<file path="config.mk">
export PLATFORM = sky130hd
export DESIGN_NAME = deque_ctrl
export DESIGN_NICKNAME = d
export VERILOG_FILES = /design/src/rtl/deque_pkg.sv /design/src/rtl/deque_ctrl.sv
export SDC_FILE = /design/constraint.sdc
export NUM_CORES = 1
export LEC_CHECK = 0
export ABC_AREA = 0
export CORE_MARGIN = 3
export CORE_UTILIZATION = 47
export DETAILED_ROUTE_END_ITERATION = 8
export PLACE_DENSITY = 0.83
export SETUP_SLACK_MARGIN = 0.3
export SYNTH_ARGS = -nofsm -noshare
export SYNTH_HDL_FRONTEND = slang
export SYNTH_SLANG_ARGS = --single-unit
</file>
<file path="constraint.sdc">
create_clock -name clk -period 3.1 [get_ports clk]
set_input_delay 0.31 -clock clk [delete_from_list [all_inputs] [get_ports clk]]
set_output_delay 0.31 -clock clk [all_outputs]
set_load 0.1 [all_outputs]
</file>
<file path="src/rtl/deque_pkg.sv">
// deque_pkg: opcode constants and FSM state encoding shared by the deque command sequencer
package deque_pkg;
   localparam logic [1:0] OP_PUSH = 2'b00;
   localparam logic [1:0] OP_POP  = 2'b01;
   localparam logic [1:0] OP_PEEK = 2'b10;
   localparam logic [1:0] OP_MOVE = 2'b11;
   typedef enum logic [2:0] {
      S_IDLE,
      S_WAIT_DATA,
      S_EXEC,
      S_MOVE_PUSH,
      S_RESP
   } state_t;
endpackage

</file>
<file path="src/rtl/deque_ctrl.sv">
// deque_ctrl: byte-serial command sequencer driving the two stacks of the dual deque
//   in_valid/in_ready/in_data      command and PUSH data bytes from the host
//   out_valid/out_ready/out_data/out_err   one response per command
//   empty0/1, full0/1, stk_rdata   stack status and top-of-stack (ORed) data
//   stack_select, push, pop, data_in      stack control strobes
module deque_ctrl
   import deque_pkg::*;
#(
   parameter int SEL_BIT = 0
) (
   input  logic       clk,
   input  logic       rst,
   input  logic       in_valid,
   output logic       in_ready,
   input  logic [7:0] in_data,
   output logic       out_valid,
   input  logic       out_ready,
   output logic [7:0] out_data,
   output logic       out_err,
   input  logic       empty0,
   input  logic       empty1,
   input  logic       full0,
   input  logic       full1,
   input  logic [7:0] stk_rdata,
   output logic       stack_select,
   output logic       push,
   output logic       pop,
   output logic [7:0] data_in
);
   state_t     state_q;
   logic [1:0] op_q;
   logic       sel_q;
   logic [7:0] data_q;
   logic [7:0] out_data_q;
   logic       out_err_q;
   logic       exec, mpush, src_empty, src_full, dst_full, ok;
   assign exec      = state_q == S_EXEC;
   assign mpush     = state_q == S_MOVE_PUSH;
   assign src_empty = sel_q ? empty1 : empty0;
   assign src_full  = sel_q ? full1 : full0;
   assign dst_full  = sel_q ? full0 : full1;
   // Whether the command in EXEC can run; flags are only meaningful in EXEC
   assign ok = (op_q == OP_PUSH) ? !src_full :
               (op_q == OP_MOVE) ? (!src_empty && !dst_full) : !src_empty;
   // Strobes decode from registered state and stack flags only
   assign push         = (exec && op_q == OP_PUSH && ok) || mpush;
   assign pop          = exec && ok && (op_q == OP_POP || op_q == OP_MOVE);
   assign stack_select = exec ? sel_q : mpush ? ~sel_q : 1'b0;
   assign data_in      = push ? data_q : 8'h00;
   // Gated by rst so the host sees no ready while reset is held
   assign in_ready  = !rst && (state_q == S_IDLE || state_q == S_WAIT_DATA);
   assign out_valid = state_q == S_RESP;
   assign out_data  = out_data_q;
   assign out_err   = out_err_q;
   always_ff @(posedge clk or posedge rst) begin
      if (rst) begin
         state_q    <= S_IDLE;
         op_q       <= OP_PUSH;
         sel_q      <= 1'b0;
         data_q     <= 8'h00;
         out_data_q <= 8'h00;
         out_err_q  <= 1'b0;
      end else begin
         unique case (state_q)
            S_IDLE: if (in_valid) begin
               op_q    <= in_data[7:6];
               sel_q   <= in_data[SEL_BIT];
               state_q <= (in_data[7:6] == OP_PUSH) ? S_WAIT_DATA : S_EXEC;
            end
            S_WAIT_DATA: if (in_valid) begin
               data_q  <= in_data;
               state_q <= S_EXEC;
            end
            S_EXEC: begin
               out_data_q <= (op_q != OP_PUSH && ok) ? stk_rdata : 8'h00;
               out_err_q  <= !ok;
               // MOVE keeps the popped byte to push into the other stack next cycle
               if (op_q == OP_MOVE) data_q <= stk_rdata;
               state_q    <= (op_q == OP_MOVE && ok) ? S_MOVE_PUSH : S_RESP;
            end
            S_MOVE_PUSH: state_q <= S_RESP;
            S_RESP: if (out_ready) state_q <= S_IDLE;
            default: state_q <= S_IDLE;
         endcase
      end
   end
endmodule

</file>
Word level (Yosys, flattened, before mapping)
Cells that the tools add are included.

storage, ports and cells
  memory bits (writable) = 0
  ROM bits = 0
  logic and storage cells = 59
  input bits = 24
  memories kept = 0
  register bits after elaboration = 23
  output and inout port bits = 22
  latch bits = 0

operators by class
  $mul = 0
  reductions and logical operators = 24
  add/sub/neg operators = 0
  bitwise operators = 1
  muxes and demuxes = 18
  div/mod/pow operators = 0
  equality and inequality tests = 10
  $lt $le $gt $ge = 0
  shifts and indexed selects = 0

operators with widths
  kind                                                             count
  8-bit 2-to-1 mux                                                 4
  8-bit case mux with 2 select lines                               1
  3-bit case mux with 5 select lines                               1
  3-bit 2-to-1 mux                                                 4
  1-bit logical AND                                                8
  1-bit 2-to-1 mux                                                 7
  3-bit by 2-bit == test with 1-bit output, second input constant  2
  3-bit AND reduction                                              2
  1-bit logical NOT                                                5
  2-bit logical NOT                                                2
  2-bit by 1-bit != test with 1-bit output, second input constant  2
  2-bit != test, second input constant                             2
  2-bit nonzero test                                               2
  3-bit by 1-bit == test with 1-bit output, second input constant  1
  3-bit == test, second input constant                             1
  3-bit logical NOT                                                1
  1-bit logical OR                                                 3
  2-bit by 1-bit == test with 1-bit output, second input constant  1
  2-bit == test, second input constant                             1
  2-bit 2-to-1 mux                                                 1
  2-bit AND reduction                                              1
  1-bit NOT                                                        1

Logic depth before layout (Yosys ltp)
Gate-level depths: netlist of the first run.

  depth in word-level cells = 8
  mapped depth = 6
  depth with buffers taken out = 3

Worst setup path after synthesis of the first run
No wires, ideal clock.

  kind = register to output
  start point = register sel_q
  end point = output port data_in[0]
  stages on the path, launching flop included = 5
  arrival time = 3.141 ns
  required time = 2.790 ns
  buffers on the path = 1
  setup slack = -0.351 ns
  path through = dfrtp_1 buf_2 mux2i_1 a21oi_1 nor3b_1

on the way
  cells in the longest elaborated chain, start to end = 8
  elaborated cells on any way between the ends = 12

RTL lines
  element                              line                                RTL
  start, declared                      deque_ctrl.sv:32                    logic sel_q;
  start signal, assigned               deque_ctrl.sv:67                    sel_q <= in_data[SEL_BIT];
  1-bit 2-to-1 mux (on tied branches)  deque_ctrl.sv:39, deque_ctrl.sv:41
  1-bit logical NOT                    deque_ctrl.sv:44                    (op_q == OP_MOVE) ? (!src_empty && !dst_full) : !src_empty;
  1-bit logical AND                    deque_ctrl.sv:44
  1-bit 2-to-1 mux                     deque_ctrl.sv:44
  1-bit 2-to-1 mux *                   deque_ctrl.sv:43                    assign ok = (op_q == OP_PUSH) ? !src_full :
  1-bit logical AND *                  deque_ctrl.sv:46                    assign push = (exec && op_q == OP_PUSH && ok) || mpush;
  1-bit logical OR *                   deque_ctrl.sv:46
  8-bit 2-to-1 mux *                   deque_ctrl.sv:49                    assign data_in = push ? data_q : 8'h00;
  end, declared                        deque_ctrl.sv:28                    output logic [7:0] data_in

Mark *: on every way between the ends. The rest lies on a longest branch, timed or not.

Worst setup path in the final report of the first run
  start point = register state_q[1]
  end point = output port pop

on the way
  cells in the longest elaborated chain, start to end = 3

RTL lines
  element                                   line              RTL
  start, declared                           deque_ctrl.sv:30  state_t state_q;
  start signal, assigned                    deque_ctrl.sv:68  state_q <= (in_data[7:6] == OP_PUSH) ? S_WAIT_DATA : S_EXEC;
  start signal, assigned                    deque_ctrl.sv:79  state_q <= (op_q == OP_MOVE && ok) ? S_MOVE_PUSH : S_RESP;
  3-bit by 2-bit == test with 1-bit output  deque_ctrl.sv:37  assign exec = state_q == S_EXEC;
  1-bit logical AND (2 in series)           deque_ctrl.sv:47  assign pop = exec && ok && (op_q == OP_POP || op_q == OP_MOVE);
  end, declared                             deque_ctrl.sv:27  output logic pop,

Every way passes these cells.

==> impl_metrics.ini, run 1 <==
[worst_setup_path]
crit_fanout = 11
cp_data_required_time_ns = 2.79
cp_top_family = simple AND/OR/NAND/NOR gates
worstSetupEndpointType = output pin
critical_path.cell_chain = nor3b_1, buf_4, nand2_1, nor2_1, buf_12
cpPeakStageDelay_ns = 0.59
crit_type = flip-flop to output pin
path_buf_inv = 2
start_kind = flip-flop
cpMaxStageDelayCell = nor3b_1
cp_data_arrival_time_ns = 2.18

[die]
die_x_um = 58.3
die-area_um2 = 3400
core.rowCount = 18
fp.coreArea_um2 = 2540
ios = 46
start_util_pct = 50.5
die_h_um = 58.3

[synth]
netlist_area_um2 = 1280
synthMuxAreaShare_pct = 21.9
avgSynthCellArea_um2 = 10.8
synth_compound_area_share_pct = 9.74
synth-seq-cells = 23
synth_area_leader_cell = dfrtp_1
synth_simple_gate_area_share_pct = 18.1
synth_top_family_by_area = multiplexers
synthesis.instances = 119
ys_seq_area_share_pct = 44.8
synth_xor_area_share_pct = 0.682
synthAdderAreaFrac_pct = 0
yosys_warnings = 0
synth_top_area_share_pct = 44.8
post_synth_num_cell_types = 31
synth_nets = 143
synth.area.top_cells = dfrtp_1 45%, mux2_4 12%, mux2_2 7.9%, nor3b_1 5.8%, nand2_1 5.3%

[route]
wirelength_mm = 3.03
vias = 1066
drtIter0Drc = 22
drc = 0
ant_nets = 0
dr.pass1.iters = 4
wire_per_inst_um = 15.8
vias_per_cell = 5.55

[timing]
final-setup-viol-count = 0
finalCritPeriodShare_pct = 80.3
tns_ns = 0
slew_headroom_pct = 34.5
max_freq_mhz = 402
drv_slew = 0
worst_clock_skew_ns = 0.00973
whs_ns = 0.494
worst_pin_slew_ns = 0.980
period_minus_slack_ns = 2.49
rsz0062_at_grt = no
hold_violations = 0

[grt]
antenna_found_initial = 0
grt_pass1_vias = 1079
grt_pass1_wl_mm = 5.15
grt_start_max_net_pins = 24
track_usage_pct = 20.2
gr-total-overflow = 0

[hold_path]
hp-class = flip-flop to flip-flop

[pwr]
ir_drop_uv = 996
p_leak_nw = 0.753
p_total_w = 0.00208
power_density_nw_per_um2 = 1180

[clock_tree]
cts_resized = 0
hold_buffers = 0
cts_made_buffers = 3
cts_root_buf = clkbuf_4
cts_setup_buffers = 0
cts_tree = done
clock_path_buffers = 2
clock-sinks = 23
htreeDepth = 1
clock_latency_ns = 0.31
clk_pin_slew_ns = 0.13

[layout]
area_growth_pct = 36.6
nNetsFinal = 187
fin_util_pct = 69.0
antenna_cells = 0
final_cells = 192
layout_common_cells = 32 x clkdlybuf4s50_1, 23 x dfrtp_1, 18 x nand2_1
final_common_cell = clkdlybuf4s50_1
layout-drive-gt1-share_pct = 26.5
n_fill_cell = 197

[place]
portBuffers = 45
dpl.cell_count = 188
place_congestion = 0.805
dpl.hpwl_mm = 2.35

[outcome]
status = finished clean

[job]
cap_violations = 0
## flip-flops by register name (all words and copies together) (netlist names)
name and count:
state_q 3, out_err 1, data_q 8, sel_q 1, out_data 8, op_q 2
## per-layer routing
layer / vias up / part of all wire (%) / GRT usage [%]
li1: 513 / - / -
met1: 518 / 42 / 25.8
met2: 29 / 52 / 33.8
met3: 6 / 4.1 / 4.90
met4: 0 / 1.7 / 5.96
met5: - / 0 / 0
## where the power goes
group / total (W) / switching [W] / internal, W / leakage, nW
Sequential: 0.000572 / 0.000132 / 0.000439 / 0.286
Combinational: 0.00137 / 0.000918 / 0.000449 / 0.449
Clock: 0.000138 / 0.0000895 / 0.0000482 / 0.0177
Total: 0.00208 / 0.00114 / 0.000936 / 0.753
## worst reg2reg max path, stage by stage, from the launching register on
cell and delay [ns]:
dfrtp_1 0.56, nor3b_1 0.59, buf_4 0.27, mux2_2 0.34, mux2_2 0.26
## cell type report
type                    count  area [µm²]  area share, %
flip-flops and latches     23         576           32.8
repair buffers             47         445           25.4
multi-input cells          85         658           37.5
inverters                   3        11.3          0.641
clock buffers               3        22.5           1.28
clock inverters             1        5.00          0.285
well taps                  30        37.5           2.14
## cell usage after synthesis
library cell  instances
a211o_1               1
a211oi_1              2
a21oi_1               2
a21oi_2               1
a22o_1                1
a2bb2oi_1             1
buf_2                 4
buf_6                 2
clkbuf_1              2
dfrtp_1              23
inv_1                 3
mux2_2                9
mux2_4               10
mux2i_1               3
nand2_1              18
nand2b_1              1
nand3b_1              1
nand4b_1              1
nor2_1                5
nor3_1                2
nor3b_1              10
nor4b_1               1
o21ai_0               8
o221ai_1              1
o2bb2ai_1             1
o31ai_1               1
or2_2                 1
or3_1                 1
or3b_1                1
or3b_2                1
xnor2_1               1
## kinds of logic after synthesis
kind of cell / Yosys count
compound gates: 19
xor+xnor: 1
buf+inv: 11
flops: 23
mux: 22
simple gates: 43
## stage by stage
| step | worst slack [ns] | cell area [µm²] |
|---|---|---|
| after floorplan | -0.351 | 1290 |
| after global placement | 0.873 | 1730 |
| after detailed placement | 0.765 | 1730 |
| after CTS | 0.598 | 1760 |
| after global routing | 0.392 | 1760 |
| final | 0.611 | 1760 |
## worst paths after layout
| path | start | endpoint | slack [ns] | depth (start not counted) |
|---|---|---|---|---|
| min | out_data[6]$_DFFE_PP0P_ | out_data[6]$_DFFE_PP0P_ | 0.49 | 2 |
| max reg2reg | state_q[1]$_DFFE_PP0P_ | data_q[7]$_DFFE_PP0P_ | 0.98 | 4 |
| max in group asynchronous | rst | data_q[2]$_DFFE_PP0P_ | 2.03 | 2 |
| min in group asynchronous | rst | state_q[2]$_DFFE_PP0P_ | 0.53 | 2 |
| max | state_q[1]$_DFFE_PP0P_ | pop | 0.61 | 5 |
| min reg2reg | out_data[6]$_DFFE_PP0P_ | out_data[6]$_DFFE_PP0P_ | 0.49 | 2 |
Power figures use the tool's default switching activity.
==> inputs of run 2 (changes only) <==
--- a/config.mk
+++ b/config.mk
@@ -7,9 +7,9 @@
 export LEC_CHECK = 0
 export ABC_AREA = 0
 export CORE_MARGIN = 3
-export CORE_UTILIZATION = 47
+export CORE_UTILIZATION = 40
 export DETAILED_ROUTE_END_ITERATION = 8
-export PLACE_DENSITY = 0.83
+export PLACE_DENSITY = 0.76
 export SETUP_SLACK_MARGIN = 0.3
 export SYNTH_ARGS = -nofsm -noshare
 export SYNTH_HDL_FRONTEND = slang
==> constraint.sdc (replaced) <==
create_clock -name clk -period 2.1 [get_ports clk]
set_input_delay 0.21 -clock clk [delete_from_list [all_inputs] [get_ports clk]]
set_output_delay 0.21 -clock clk [all_outputs]
set_load 0.1 [all_outputs]
==> run 2 against run 1 <==
Compared with the run above:
- critical path depth stayed put
- power up 76%
- count of clock-buffer cells in the layout is the same
- global-route usage down 3.4 points
- critical endpoint is now data_in[5]
==> impl_metrics.ini, run 2 (synthesized netlist as in run 1, its figures left out) <==
[die]
die-area_um2 = 3930
ios = 46
core.rowCount = 19
die_x_um = 62.7
die_h_um = 62.7
start_util_pct = 44.3
fp.coreArea_um2 = 2900

[clock_tree]
cts_made_buffers = 3
clock-sinks = 23
htreeDepth = 1
cts_tree = done
clock_latency_ns = 0.31
cts_root_buf = clkbuf_4
clock_path_buffers = 2
clk_pin_slew_ns = 0.12

[route]
wire_per_inst_um = 14.7
drtIter0Drc = 41
ant_nets = 0
wirelength_mm = 3.18
vias_per_cell = 5.05
drc = 0
dr.pass1.iters = 4
vias = 1096

[pwr]
p_total_w = 0.00365
power_density_nw_per_um2 = 1670
ir_drop_uv = 1080
p_leak_nw = 0.943

[worst_setup_path]
regToRegEndpoint = data_q[2]$_DFFE_PP0P_
rr_worst_depth = 3
start_kind = flip-flop
worstSetupEndpointType = output pin
crit_type = flip-flop to output pin
rrSetupSlack_ns = 0.46
crit_fanout = 9
cp_data_arrival_time_ns = 1.70
cp_data_required_time_ns = 1.89
r2r-start = state_q[0]$_DFFE_PP0P_

[timing]
hold_violations = 0
whs_ns = 0.311
worst_clock_skew_ns = 0.000990
final-setup-viol-count = 0
worst_pin_slew_ns = 0.274
rsz0062_at_grt = yes
drv_slew = 0
max_freq_mhz = 524
slew_headroom_pct = 81.5
finalCritPeriodShare_pct = 90.9
period_minus_slack_ns = 1.91
tns_ns = 0

[grt]
track_usage_pct = 16.9
gr-total-overflow = 0
grt_pass1_wl_mm = 5.37
antenna_found_initial = 0
grt_start_max_net_pins = 24
grt_pass1_vias = 1166

[hold_path]
hp-class = input pin to async pin

[place]
portBuffers = 45
place_congestion = 0.801
dpl.hpwl_mm = 2.42

[layout]
antenna_cells = 0
layout-drive-gt1-share_pct = 48.0
area_growth_pct = 69.9
nNetsFinal = 200
layout_common_cells = 23 x clkdlybuf4s50_1, 22 x dfrtp_1, 22 x buf_4
final_common_cell = clkdlybuf4s50_1

[job]
cap_violations = 0

[outcome]
status = finished clean
-- run 2: per-layer routing --
metal | vias to the layer above | track usage [%] | share of wire [%] | wire [µm]
li1 | 534 | - | - | -
met1 | 519 | 20.9 | 42 | 1350
met2 | 37 | 29.4 | 52 | 1640
met3 | 6 | 3.06 | 4.8 | 152
met4 | 0 | 5.51 | 1.4 | 44
met5 | - | 0 | 0 | 0
-- run 2: how the worst max path moves through the flow --
stage	depth (start not counted)	slack, ns	start	to
2_1_floorplan	4	0.16	sel_q$_DFFE_PP0P_	data_in[0]
3_3_place_gp	5	0.24	full1	push
3_5_place_dp	5	0.23	full1	push
4_1_cts	5	0.19	sel_q$_DFFE_PP0P_	data_in[0]
5_1_grt	5	0.11	sel_q$_DFFE_PP0P_	data_in[7]
6_report	5	0.19	sel_q$_DFFE_PP0P_	data_in[5]
-- run 2: cell type report --
class,instances,area [µm²]
well taps,42,52.6
multi-input cells,86,840
repair buffers,59,676
inverters,3,11.3
flip-flops and latches,23,577
clock buffers,3,22.5
fillers,194,717
clock inverters,1,5.00
-- run 2: where the power goes --
group / internal (W) / switching (W)
sequential: 0.000652 / 0.000170
clock: 0.0000711 / 0.000130
combinational: 0.00102 / 0.00161
-- run 2: metrics by stage --
stage	std cells	instance area (µm²)	setup WS (ns)	util, %
4_1_cts	216	2170	0.190	74.7
3_5_place_dp	207	2080	0.226	71.7
6_report	217	2180	0.190	75.3
5_1_grt	217	2180	0.107	75.3
2_1_floorplan	119	1470	0.156	-
3_3_place_gp	207	2080	0.239	71.7
-- run 2: worst max-delay path: stages (launching register included) --
cell and delay, ns:
dfrtp_2 0.43, mux2i_4 0.28, a21oi_4 0.09, buf_12 0.16
nor3b_4 0.23, buf_12 0.20
-- run 2: what timing repair did --
item	CTS	global route
resized for setup	2	3
hold buffers	0	0
setup endpoints to repair	11	13
gates cloned	1	0
buffers inserted	4	1
pin swaps	1	1
==> inputs of run 3 (changes only) <==
--- a/config.mk
+++ b/config.mk
@@ -5,12 +5,13 @@
 export SDC_FILE = /design/constraint.sdc
 export NUM_CORES = 1
 export LEC_CHECK = 0
-export ABC_AREA = 0
+export ABC_AREA = 1
 export CORE_MARGIN = 3
-export CORE_UTILIZATION = 40
+export CORE_UTILIZATION = 44
 export DETAILED_ROUTE_END_ITERATION = 8
-export PLACE_DENSITY = 0.76
+export PLACE_DENSITY = 0.79
 export SETUP_SLACK_MARGIN = 0.3
 export SYNTH_ARGS = -nofsm -noshare
 export SYNTH_HDL_FRONTEND = slang
 export SYNTH_SLANG_ARGS = --single-unit
+export TNS_END_PERCENT = 5
==> constraint.sdc (replaced) <==
create_clock -name clk -period 1.9 [get_ports clk]
set_input_delay 0.19 -clock clk [delete_from_list [all_inputs] [get_ports clk]]
set_output_delay 0.19 -clock clk [all_outputs]
set_load 0.1 [all_outputs]
==> run 3 against run 2 <==
Compared with the run above:
- the flow now finishes with violations (setup timing)
- register-to-register slack lost 0.22 ns
- first-iteration DRC count grew 24%
- final cell count grew 17%
- count of clock-buffer cells in the layout is the same
- area after synthesis shrank 3.2%
- synthesized cell count grew 39%
- global-route usage grew 4.5 points
- largest cell class unchanged
==> impl_metrics.ini, run 3 <==
[place]
place_area_um2 = 2000
place_congestion = 0.939
dpl.cell_count = 244
portBuffers = 45
dpl.hpwl_mm = 2.64

[hold_path]
hp-class = input pin to async pin

[layout]
final_cells = 254
antenna_cells = 0
nNetsFinal = 249
layout-drive-gt1-share_pct = 35.3
final_common_cell = nand2_1
area_growth_pct = 71.5
fin_area_um2 = 2130
layout_common_cells = 42 x nand2_1, 23 x clkdlybuf4s50_1, 22 x inv_1

[clock_tree]
cts_made_buffers = 3
clock_latency_ns = 0.32
clock-sinks = 23
cts_root_buf = clkbuf_4
clk_pin_slew_ns = 0.14
cts_tree = done
htreeDepth = 1
clock_path_buffers = 2

[synth]
netlist_area_um2 = 1240
ys_seq_area_share_pct = 46.3
synth_top_area_share_pct = 46.3
synth-edff-count = 0
synthFlopType = dfrtp_1
synthesis.instances = 165
yosys_warnings = 0
synth.area.top_cells = dfrtp_1 46%, nand2_1 14%, inv_1 7.5%, o21ai_0 6.8%, nor2_1 6.6%
synth_nets = 189
synth_area_leader_cell = dfrtp_1
async_reset_ff_share_pct = 100
yosys-top-cells-count = 46 x nand2_1, 25 x inv_1, 23 x dfrtp_1, 22 x nor2_1, 17 x o21ai_0
post_synth_num_cell_types = 22
synth.most_common_cell = nand2_1
avgSynthCellArea_um2 = 7.54
synth-seq-cells = 23

[route]
ant_nets = 0
vias = 1301
drtIter0Drc = 51
drc = 0
wire_per_inst_um = 14.3
dr.pass1.iters = 4
wirelength_mm = 3.63
vias_per_cell = 5.12

[worst_setup_path]
rr_worst_depth = 5
crit_fanout = 7
cpPeakStageDelay_ns = 0.47
critical_path.cell_chain = inv_1, nand2_2, nand3_2, nand2_1, nand2_2, nand3_4, nand2_8, clkinvlp_4, buf_12, nor2_4, buf_12
crit_type = flip-flop to output pin
worstSetupEndpointType = output pin
cp_data_arrival_time_ns = 1.98
path_buf_inv = 4
r2r-start = state_q[0]$_DFFE_PP0P_
cp_top_family = simple AND/OR/NAND/NOR gates
regToRegEndpoint = data_q[7]$_DFFE_PP0P_
start_kind = flip-flop
cp_data_required_time_ns = 1.71
rrSetupSlack_ns = 0.24
cpMaxStageDelayCell = dfrtp_2

[grt]
gr-total-overflow = 0
antenna_found_initial = 0
grt_start_max_net_pins = 24
grt_pass1_wl_mm = 5.62
track_usage_pct = 21.4
grt_pass1_vias = 1188

[timing]
hold_violations = 0
period_minus_slack_ns = 2.17
final-setup-viol-count = 10
finalCritPeriodShare_pct = 114
max_freq_mhz = 461
worst_clock_skew_ns = 0.00673
slew_headroom_pct = 64.1
drv_slew = 0
worst_slack_ns = -0.267
worst_pin_slew_ns = 0.537
rsz0062_at_grt = yes

[die]
core.rowCount = 18
die_x_um = 59.2
start_util_pct = 48.0
die-area_um2 = 3500
fp.coreArea_um2 = 2590
ios = 46
die_h_um = 59.2

[outcome]
status = complete, but fails checks
failed_checks = setup timing

[job]
cap_violations = 0
[run 3: cell types whose count changed in the layout (fill, tap and decap cells not counted), moves of 3 or more]
cell	before	now
nand2_1	18	42
inv_1	3	22
mux2_4	10	0
mux2_2	9	0
nor3b_4	9	0
nor2_4	2	10
o21ai_0	8	16
nor2_1	1	8
nor2_2	2	7
a21oi_1	1	5
nand3_1	0	3
[run 3: stage by stage]
step                utilization (%)  hold WS [ns]  worst slack [ns]  setup TNS [ns]
global route                   82.4         0.285            -0.355           -3.15
detailed placement             77.1         0.482           -0.0755          -0.511
CTS                            81.1         0.275            -0.204           -1.72
finish                         82.4         0.256            -0.267           -2.31
floorplan                         -         0.192            -0.330           -2.82
global placement               77.1         0.470          -0.00557        -0.00810
[run 3: layout make-up]
| cell class | count | area (µm²) |
|---|---|---|
| clock buffers | 3 | 22.5 |
| fillers | 164 | 457 |
| repair buffers | 59 | 688 |
| clock inverters | 1 | 5.00 |
| multi-input cells | 112 | 689 |
| well taps | 30 | 37.5 |
| inverters | 26 | 111 |
| flip-flops and latches | 23 | 579 |
[run 3: worst max path at each step]
| stage | startpoint | endpoint | slack [ns] | depth (start not counted) |
|---|---|---|---|---|
| after floorplan | sel_q$_DFFE_PP0P_ | data_in[0] | -0.33 | 10 |
| after global placement | empty0 | data_in[0] | -0.006 | 12 |
| after detailed placement | full0 | data_in[0] | -0.08 | 12 |
| after CTS | sel_q$_DFFE_PP0P_ | data_in[7] | -0.20 | 11 |
| after global routing | sel_q$_DFFE_PP0P_ | data_in[7] | -0.36 | 11 |
| final | sel_q$_DFFE_PP0P_ | data_in[7] | -0.27 | 11 |
[run 3: kinds of logic after synthesis]
kind of cell    Yosys count  share of synthesized area [%]
simple gates             82                           28.2
compound gates           30                           14.8
buf+inv                  30                           10.8
flops                    23                           46.3
[run 3: what timing repair did]
item / in CTS / in global routing
resized for setup: 14 / 7
pin swaps: 2 / 4
setup endpoints to repair: 18 / 29
hold buffers: 0 / 0
setup buffers: 4 / 2
[run 3: worst reg2reg max path: stages (launching register included)]
cell      delay [ns]
dfrtp_2         0.50
nand3b_4        0.21
buf_12          0.18
o211ai_4        0.45
nor2_1          0.10
a21oi_1         0.15
[run 3: routing by layer]
metal,part of all wire [%],up-vias,GRT usage (%)
met5,0,-,0
met4,1.5,0,5.83
met3,5.7,6,3.49
met2,50,52,34.5
met1,42,611,29.6
li1,-,632,-
Power of run 3 is left out: the tool's default activity adds up to more than one toggle a clock period on the data nets, which glitch-free logic cannot reach.
